File: config.mk
export PLATFORM = sky130hd
export DESIGN_NAME = dmem_arbiter
export DESIGN_NICKNAME = d
export VERILOG_FILES = /design/src/rtl/dmem_pkg.sv /design/src/rtl/dmem_arbiter.sv
export SDC_FILE = /design/constraint.sdc
export NUM_CORES = 1
export LEC_CHECK = 0
export CELL_PAD_IN_SITES_DETAIL_PLACEMENT = 0
export CELL_PAD_IN_SITES_GLOBAL_PLACEMENT = 1
export CORE_MARGIN = 2
export CORE_UTILIZATION = 14
export CTS_BUF_LIST = sky130_fd_sc_hd__clkbuf_8 sky130_fd_sc_hd__clkbuf_16
export DETAILED_ROUTE_END_ITERATION = 10
export HOLD_SLACK_MARGIN = 0.08
export PLACE_DENSITY = 0.85
export SLEW_MARGIN = 10
export SYNTH_ARGS = -nofsm -noshare
export SYNTH_HDL_FRONTEND = slang
export SYNTH_SLANG_ARGS = --single-unit
File: constraint.sdc
create_clock -name clk -period 2.1 [get_ports clk]
set_input_delay 0.21 -clock clk [delete_from_list [all_inputs] [get_ports clk]]
set_output_delay 0.21 -clock clk [all_outputs]
set_load 0.02 [all_outputs]
File: src/rtl/dmem_pkg.sv
`default_nettype none
// ============================================================================
//  Module      : dmem_pkg
//  Description : Shared constants for the data-memory arbiter: FSM state
//                encoding and default memory geometry.
//  Revision    : 1.0 - initial release
// ============================================================================
package dmem_pkg;

    // Arbiter FSM state encoding
    localparam logic [0:0] ST_CPU      = 1'b0;
    localparam logic [0:0] ST_DBG_LOCK = 1'b1;

    // Default data-memory geometry (word address, word width)
    localparam int DMEM_ADDR_W = 8;
    localparam int DMEM_DATA_W = 32;

endpackage
`default_nettype wire

File: src/rtl/dmem_arbiter.sv
`default_nettype none
// ============================================================================
//  Module      : dmem_arbiter
//  Description : Two-port arbiter in front of the single-port synchronous
//                data memory. The CPU MEM stage normally owns the memory; the
//                debug/loader port gets idle slots, is forced in after
//                MAX_CPU_RUN consecutive CPU grants while it waits, and can
//                lock the memory for bursts.
//  Revision    : 1.0 - initial release
// ============================================================================
module dmem_arbiter
    import dmem_pkg::*;
#(
    parameter int ADDR_W      = DMEM_ADDR_W,
    parameter int DATA_W      = DMEM_DATA_W,
    parameter int MAX_CPU_RUN = 4
) (
    input  logic              clk,
    input  logic              rst,
    // CPU (MEM stage) port
    input  logic              cpu_req,
    input  logic              cpu_we,
    input  logic [ADDR_W-1:0] cpu_addr,
    input  logic [DATA_W-1:0] cpu_wdata,
    output logic [DATA_W-1:0] cpu_rdata,
    output logic              cpu_stall,
    // Debug / loader port
    input  logic              dbg_req,
    input  logic              dbg_we,
    input  logic              dbg_lock,
    input  logic [ADDR_W-1:0] dbg_addr,
    input  logic [DATA_W-1:0] dbg_wdata,
    output logic              dbg_gnt,
    output logic [DATA_W-1:0] dbg_rdata,
    output logic              dbg_rvalid,
    // Data memory side
    output logic [ADDR_W-1:0] mem_addr,
    output logic [DATA_W-1:0] mem_wdata,
    output logic              mem_we,
    input  logic [DATA_W-1:0] mem_rdata
);

    // A zero-length run counter is not legal; keep at least one bit so the
    // MAX_CPU_RUN=0 configuration (DBG always wins) still elaborates.
    localparam int CNT_W = (MAX_CPU_RUN > 0) ? $clog2(MAX_CPU_RUN + 1) : 1;
    localparam logic [CNT_W-1:0] c_run_max = CNT_W'(MAX_CPU_RUN);

    logic [0:0]       r_state;
    logic [CNT_W-1:0] r_run_cnt;
    logic             r_dbg_rvalid;

    logic             w_run_sat;
    logic             w_dbg_gnt;
    logic             w_cpu_gnt;

    // Same-cycle grant decision: lock gives DBG everything, otherwise the CPU
    // wins unless it is idle or has used up its run budget.
    always_comb begin
        w_run_sat = (r_run_cnt == c_run_max);
        if (r_state == ST_DBG_LOCK) begin
            w_dbg_gnt = dbg_req;
        end else begin
            w_dbg_gnt = dbg_req & (~cpu_req | w_run_sat);
        end
        w_cpu_gnt = cpu_req & ~w_dbg_gnt & (r_state == ST_CPU);
    end

    // Memory port mux; with no grant the CPU address is presented as a
    // harmless read so mem_we never fires for an ungranted requester.
    always_comb begin
        mem_addr  = cpu_addr;
        mem_wdata = cpu_wdata;
        mem_we    = 1'b0;
        if (w_dbg_gnt) begin
            mem_addr  = dbg_addr;
            mem_wdata = dbg_wdata;
            mem_we    = dbg_we;
        end else if (w_cpu_gnt) begin
            mem_we    = cpu_we;
        end
    end

    // Lock FSM, starvation counter and DBG read-valid pipeline.
    always_ff @(posedge clk or posedge rst) begin
        if (rst) begin
            r_state      <= ST_CPU;
            r_run_cnt    <= '0;
            r_dbg_rvalid <= 1'b0;
        end else begin
            case (r_state)
                ST_CPU: begin
                    if (w_dbg_gnt && dbg_lock) begin
                        r_state <= ST_DBG_LOCK;
                    end
                end
                ST_DBG_LOCK: begin
                    // The final cycle of a burst is still granted; ownership
                    // returns to the CPU on the following cycle.
                    if (!dbg_req || !dbg_lock) begin
                        r_state <= ST_CPU;
                    end
                end
                default: r_state <= ST_CPU;
            endcase

            if (w_dbg_gnt || !dbg_req) begin
                r_run_cnt <= '0;
            end else if (w_cpu_gnt && !w_run_sat) begin
                r_run_cnt <= r_run_cnt + 1'b1;
            end

            // Memory read data appears one cycle after the address edge.
            r_dbg_rvalid <= w_dbg_gnt & ~dbg_we;
        end
    end

    assign dbg_gnt    = w_dbg_gnt;
    assign cpu_stall  = cpu_req & ~w_cpu_gnt;
    assign dbg_rvalid = r_dbg_rvalid;
    assign cpu_rdata  = mem_rdata;
    assign dbg_rdata  = mem_rdata;

endmodule
`default_nettype wire

======== After elaboration in Yosys (flattened, before gate mapping) ========
Cells that the tools add are included.
cells by class
  $add $sub $neg .......................... 1
  multiplexer cells ....................... 10
  reduce and logical (&&, ||, !) cells .... 8
  equality and inequality tests ........... 1
  bitwise logic cells ..................... 11
operator list
  cell                 number
  $mux 32              1
  $mux 8               1
  $mux 3               2
  $and 1x1->1          5
  $mux 1               5
  $not 1->1            5
  $add 3x1->3 const B  1
  $eq 3x3->1 const B   1
  $logic_not 1->1      3
  $logic_and 1x1->1    2
  $logic_or 1x1->1     2
  $pmux 1 s2           1
  $reduce_bool 2->1    1
  $or 1x1->1           1
word-level totals
  output and inout bits ................... 108
  bits of input ports ..................... 119
  register bits after elaboration ......... 5

======== Logic depth before layout (Yosys ltp) ========
  depth in word-level cells ............... 10
  depth in mapped cells ................... 7

======== Least setup slack after synthesis ========
Ideal clock, no wire load.
  path type ............................... flip-flop to output port
  start ................................... register r_run_cnt[0]
  end ..................................... output port mem_we
  cell stages (with the launch flop) ...... 8
  data required time ...................... 1.890 ns
  arrival time ............................ 1.539 ns
  slack ................................... 0.351 ns
  cell sequence ........................... dfrtp_1 > inv_1 > ha_1 > nand2_1 > a21boi_2 > buf_6 > buf_6 > o21ai_0
on the way
  longest elaborated chain between the ends .. 9
ends and longest elaborated chain
  what                       RTL line             RTL
  start: declaration         dmem_arbiter.sv:49   logic [CNT_W-1:0] r_run_cnt;
  start signal: assignment   dmem_arbiter.sv:109  r_run_cnt <= r_run_cnt + 1'b1;
  $eq 3x3->1 *               dmem_arbiter.sv:59   w_run_sat = (r_run_cnt == c_run_max);
  $or 1x1->1 *               dmem_arbiter.sv:63   w_dbg_gnt = dbg_req & (~cpu_req | w_run_sat);
  $and 1x1->1 *              dmem_arbiter.sv:63
  $mux 1 *                   dmem_arbiter.sv:60   if (r_state == ST_DBG_LOCK) begin
  net dbg_gnt                dmem_arbiter.sv:33   output logic dbg_gnt,
  $not 1->1                  dmem_arbiter.sv:65   w_cpu_gnt = cpu_req & ~w_dbg_gnt & (r_state == ST_CPU);
  $and 1x1->1 (2 in series)  dmem_arbiter.sv:65
  $mux 1                     dmem_arbiter.sv:78   end else if (w_cpu_gnt) begin
  $mux 1 *                   dmem_arbiter.sv:74   if (w_dbg_gnt) begin
  end: declaration           dmem_arbiter.sv:39   output logic mem_we,
Mark *: on every way through the listed nets, which the timed path passes. The rest lies on a longest branch.

======== Worst setup path in the final report ========
  start ................................... register r_run_cnt[1]
  end ..................................... output port mem_wdata[19]
on the way
  longest elaborated chain between the ends .. 5
ends and longest elaborated chain
  what              RTL line            RTL
  $eq 3x3->1        dmem_arbiter.sv:59
  $or 1x1->1        dmem_arbiter.sv:63
  $and 1x1->1       dmem_arbiter.sv:63
  $mux 1            dmem_arbiter.sv:60
  $mux 32           dmem_arbiter.sv:74
  end: declaration  dmem_arbiter.sv:38  output logic [DATA_W-1:0] mem_wdata,
No other way between the ends.

==> impl_metrics.json <==
{
  "status": "completed",
  "grt_pass1_wl_mm": 6.98,
  "final_net_count": 342,
  "number_of_buffers_added_by_the_clock_tree_synthesis_step": 3,
  "slew_headroom": 0.851,
  "netlist-cell-type-count": 20,
  "synth_xor_xnor_area_share": 0,
  "total_vias_in_the_final_route": 1204,
  "synth_top_family_by_area": "multiplexers",
  "tightest_hold_check_type": "in2async",
  "max_freq_mhz": 479,
  "placeableCoreArea_sq_um": 9820,
  "post_cts_hold_buffer_count": 0,
  "setup_slack_ns": 0.0136,
  "syn_to_final_growth_pct": 88.3,
  "antenna_cells": 0,
  "floorplan.initialDensity": 0.145,
  "yosysTopAreaCell": "sky130_fd_sc_hd__mux2_4",
  "yosys-mux-area-fraction": 0.416,
  "grt_usage": 0.0785,
  "synth_top_area_cells": "sky130_fd_sc_hd__mux2_4 37%, sky130_fd_sc_hd__buf_4 34%, sky130_fd_sc_hd__dfrtp_1 8.8%, sky130_fd_sc_hd__buf_12 4.2%, sky130_fd_sc_hd__mux2_2 4.0%",
  "layout_min_cycle_time_ns": 2.09,
  "worst_setup_path_start_kind": "register",
  "crit_path_max_fanout": 5,
  "crit_end_category": "primary output",
  "cts_max_path_buffers": 2,
  "ys.warnings.count": 0,
  "route.detailed.wl_per_inst_um": 12.9,
  "layout_cell_area_excl_fill_sq_um": 2680,
  "initial_antenna_violation_count": 0,
  "synth_sequential_area_ratio": 0.0880,
  "max-vdd-ir-drop_v": 0.000306,
  "detailedPlace.worstSlack_ns": -0.287,
  "fillCellCount": 1072,
  "synth_compound_gate_area_share": 0.0220,
  "timing_worst_slew_pin_value_ns": 0.223,
  "total_negative_setup_slacks_ns": 0,
  "avgViaCountPerCell": 3.41,
  "placed_cells_incl_taps": 340,
  "mean_instance_size_in_the_synthesized_netlist_sq_um": 10.3,
  "die_height_um": 105,
  "clock_latency_ns": 0.23,
  "rows": 36,
  "layout-drive-gt1-share": 0.486,
  "dr.pass1.iters": 4,
  "drv_slew": 0,
  "cts_tree": "yes",
  "clock-sinks": 5,
  "setup.worst_path.start": "r_run_cnt[1]",
  "detailed_place.area_sq_um": 2420,
  "globalRoute.totalOverflow": 0,
  "worstReg2RegEnd": "dbg_rvalid",
  "finalPower_uw": 924,
  "rr_startpoint": "r_run_cnt[1]",
  "ios": 227,
  "clock_tree.htree_level_count": 1,
  "setup_violations": 0,
  "synthesized_netlist_cell_count": 138,
  "die-width_um": 105,
  "timing.max_cap.violations": 0,
  "synth_area_sq_um": 1420,
  "static-leakage-power_uw": 0.00119,
  "syn_nets": 259,
  "remaining_design_rule_violation_count": 0,
  "grt_setup_unrepaired": "yes",
  "clkTransAtPathRegs_ns": 0.03,
  "finalCritPeriodShare": 0.994,
  "grt_max_degree": 12,
  "hold_viol": 0,
  "power.density_nw_per_um2": 345,
  "timing_worst_setup_path_type": "reg2out",
  "timing.critical_path.required_ns": 1.89,
  "worst_clock_skew_ns": 0.000968,
  "wl_mm": 4.57,
  "slack_of_the_worst_reg_to_reg_path_ns": 0.62,
  "critPathArrivalTime_ns": 1.88,
  "ant_nets": 0,
  "initialDrtViolationCount": 25,
  "via_count_of_the_first_global_routing_pass": 1325,
  "r2r_cells": 8,
  "die_area_sq_um": 11000,
  "post_synthesis_simple_gate_area_fraction": 0.0501,
  "synthAdderAreaFrac": 0.0176,
  "io_buffer_count": 130,
  "routabilityCongestion": 0.686,
  "hpwlAfterDp_mm": 3.44,
  "ctsRootBufferMaster": "sky130_fd_sc_hd__clkbuf_8",
  "stdcell_count": 353,
  "ys_ff_latch": 5,
  "synth_largest_type_area_fraction": 0.369
}
how the worst max path moves through the flow:
stage	to	slack [ns]	cells after the start
2_1_floorplan	mem_we	0.35	7
3_3_place_gp	mem_wdata[25]	-0.25	6
3_5_place_dp	mem_wdata[25]	-0.29	6
4_1_cts	mem_wdata[19]	-0.05	9
5_1_grt	mem_wdata[16]	-0.08	9
6_report	mem_wdata[19]	0.01	9
power by group:
| group | switching, uW | leakage, uW | internal [uW] | total (uW) |
|---|---|---|---|---|
| sequential | 2.65 | 0.0000677 | 100 | 103 |
| clock | 50.7 | 0.0000269 | 126 | 176 |
| combinational | 228 | 0.00109 | 417 | 645 |
Yosys cell counts:
master / instances
sky130_fd_sc_hd__a21boi_2: 1
sky130_fd_sc_hd__and2_1: 2
sky130_fd_sc_hd__buf_12: 3
sky130_fd_sc_hd__buf_4: 64
sky130_fd_sc_hd__buf_6: 2
sky130_fd_sc_hd__dfrtp_1: 5
sky130_fd_sc_hd__ha_1: 2
sky130_fd_sc_hd__inv_1: 4
sky130_fd_sc_hd__mux2_2: 5
sky130_fd_sc_hd__mux2_4: 35
sky130_fd_sc_hd__mux2i_1: 1
sky130_fd_sc_hd__nand2_1: 3
sky130_fd_sc_hd__nand3_1: 1
sky130_fd_sc_hd__nor2_1: 4
sky130_fd_sc_hd__nor2b_1: 1
sky130_fd_sc_hd__nor2b_4: 1
sky130_fd_sc_hd__o211ai_1: 1
sky130_fd_sc_hd__o21a_1: 1
sky130_fd_sc_hd__o21ai_0: 1
sky130_fd_sc_hd__or2b_1: 1
metal layers:
| metal | up-vias | GRT usage | wire, um |
|---|---|---|---|
| li1 | 556 | - | - |
| met1 | 525 | 0.0905 | 1810 |
| met2 | 116 | 0.129 | 2150 |
| met3 | 7 | 0.0387 | 557 |
| met4 | 0 | 0.0210 | 58 |
| met5 | - | 0 | 0 |
area by class of cell:
type	instances	area, sq um	share of cell area
multi-input combinational	60	762	0.284
inverter	4	15.0	0.00560
tap	133	166	0.0621
clock inverter	1	3.75	0.00140
timing repair buffer	147	1570	0.584
sequential	5	125	0.0467
clock buffer	3	41.3	0.0154
repair_timing:
item | in CTS | in global routing
buffers inserted | 5 | 1
gates cloned | 4 | 0
pin swaps | 3 | 2
resized for setup | 207 | 41
endpoints found under the hold margin | 0 | 0
endpoints found under the setup margin | 43 | 42
registers in the layout, summed over array words and instances (netlist names):
signal and cells:
r_run_cnt 3, r_state 1, dbg_rvalid 1
through the flow:
step,util,hold WS [ns]
CTS,0.259,0.190
global placement,0.246,0.419
global route,0.273,0.204
detailed placement,0.246,0.420
floorplan,-,-0.0115
finish,0.273,0.184
critical path: stages, from the launching register on:
cell,delay (ns)
sky130_fd_sc_hd__dfrtp_1,0.38
sky130_fd_sc_hd__inv_2,0.08
sky130_fd_sc_hd__ha_4,0.14
sky130_fd_sc_hd__nand2_4,0.05
sky130_fd_sc_hd__a21boi_4,0.17
sky130_fd_sc_hd__buf_12,0.14
sky130_fd_sc_hd__buf_12,0.12
sky130_fd_sc_hd__buf_16,0.12
sky130_fd_sc_hd__mux2_4,0.30
sky130_fd_sc_hd__buf_6,0.13
logic make-up after synthesis:
kind of cell	after synthesis
mux	41
buf+inv	73
fa+ha+maj	2
simple gates	13
compound gates	4
flops	5
cell usage in the layout, fill, tap and decap left out, types with 2 or more instances in the layout:
master and n:
sky130_fd_sc_hd__clkdlybuf4s15_1 2, sky130_fd_sc_hd__buf_16 5, sky130_fd_sc_hd__buf_12 3, sky130_fd_sc_hd__buf_4 8
sky130_fd_sc_hd__buf_2 9, sky130_fd_sc_hd__clkbuf_8 3, sky130_fd_sc_hd__inv_1 3, sky130_fd_sc_hd__buf_6 33
sky130_fd_sc_hd__mux2_4 39, sky130_fd_sc_hd__and2_1 2, sky130_fd_sc_hd__nor2_1 4, sky130_fd_sc_hd__nand2_1 2
sky130_fd_sc_hd__dfrtp_1 5, sky130_fd_sc_hd__clkdlybuf4s50_1 87, sky130_fd_sc_hd__inv_2 2
No activity file was read; power rests on OpenSTA's default activity.
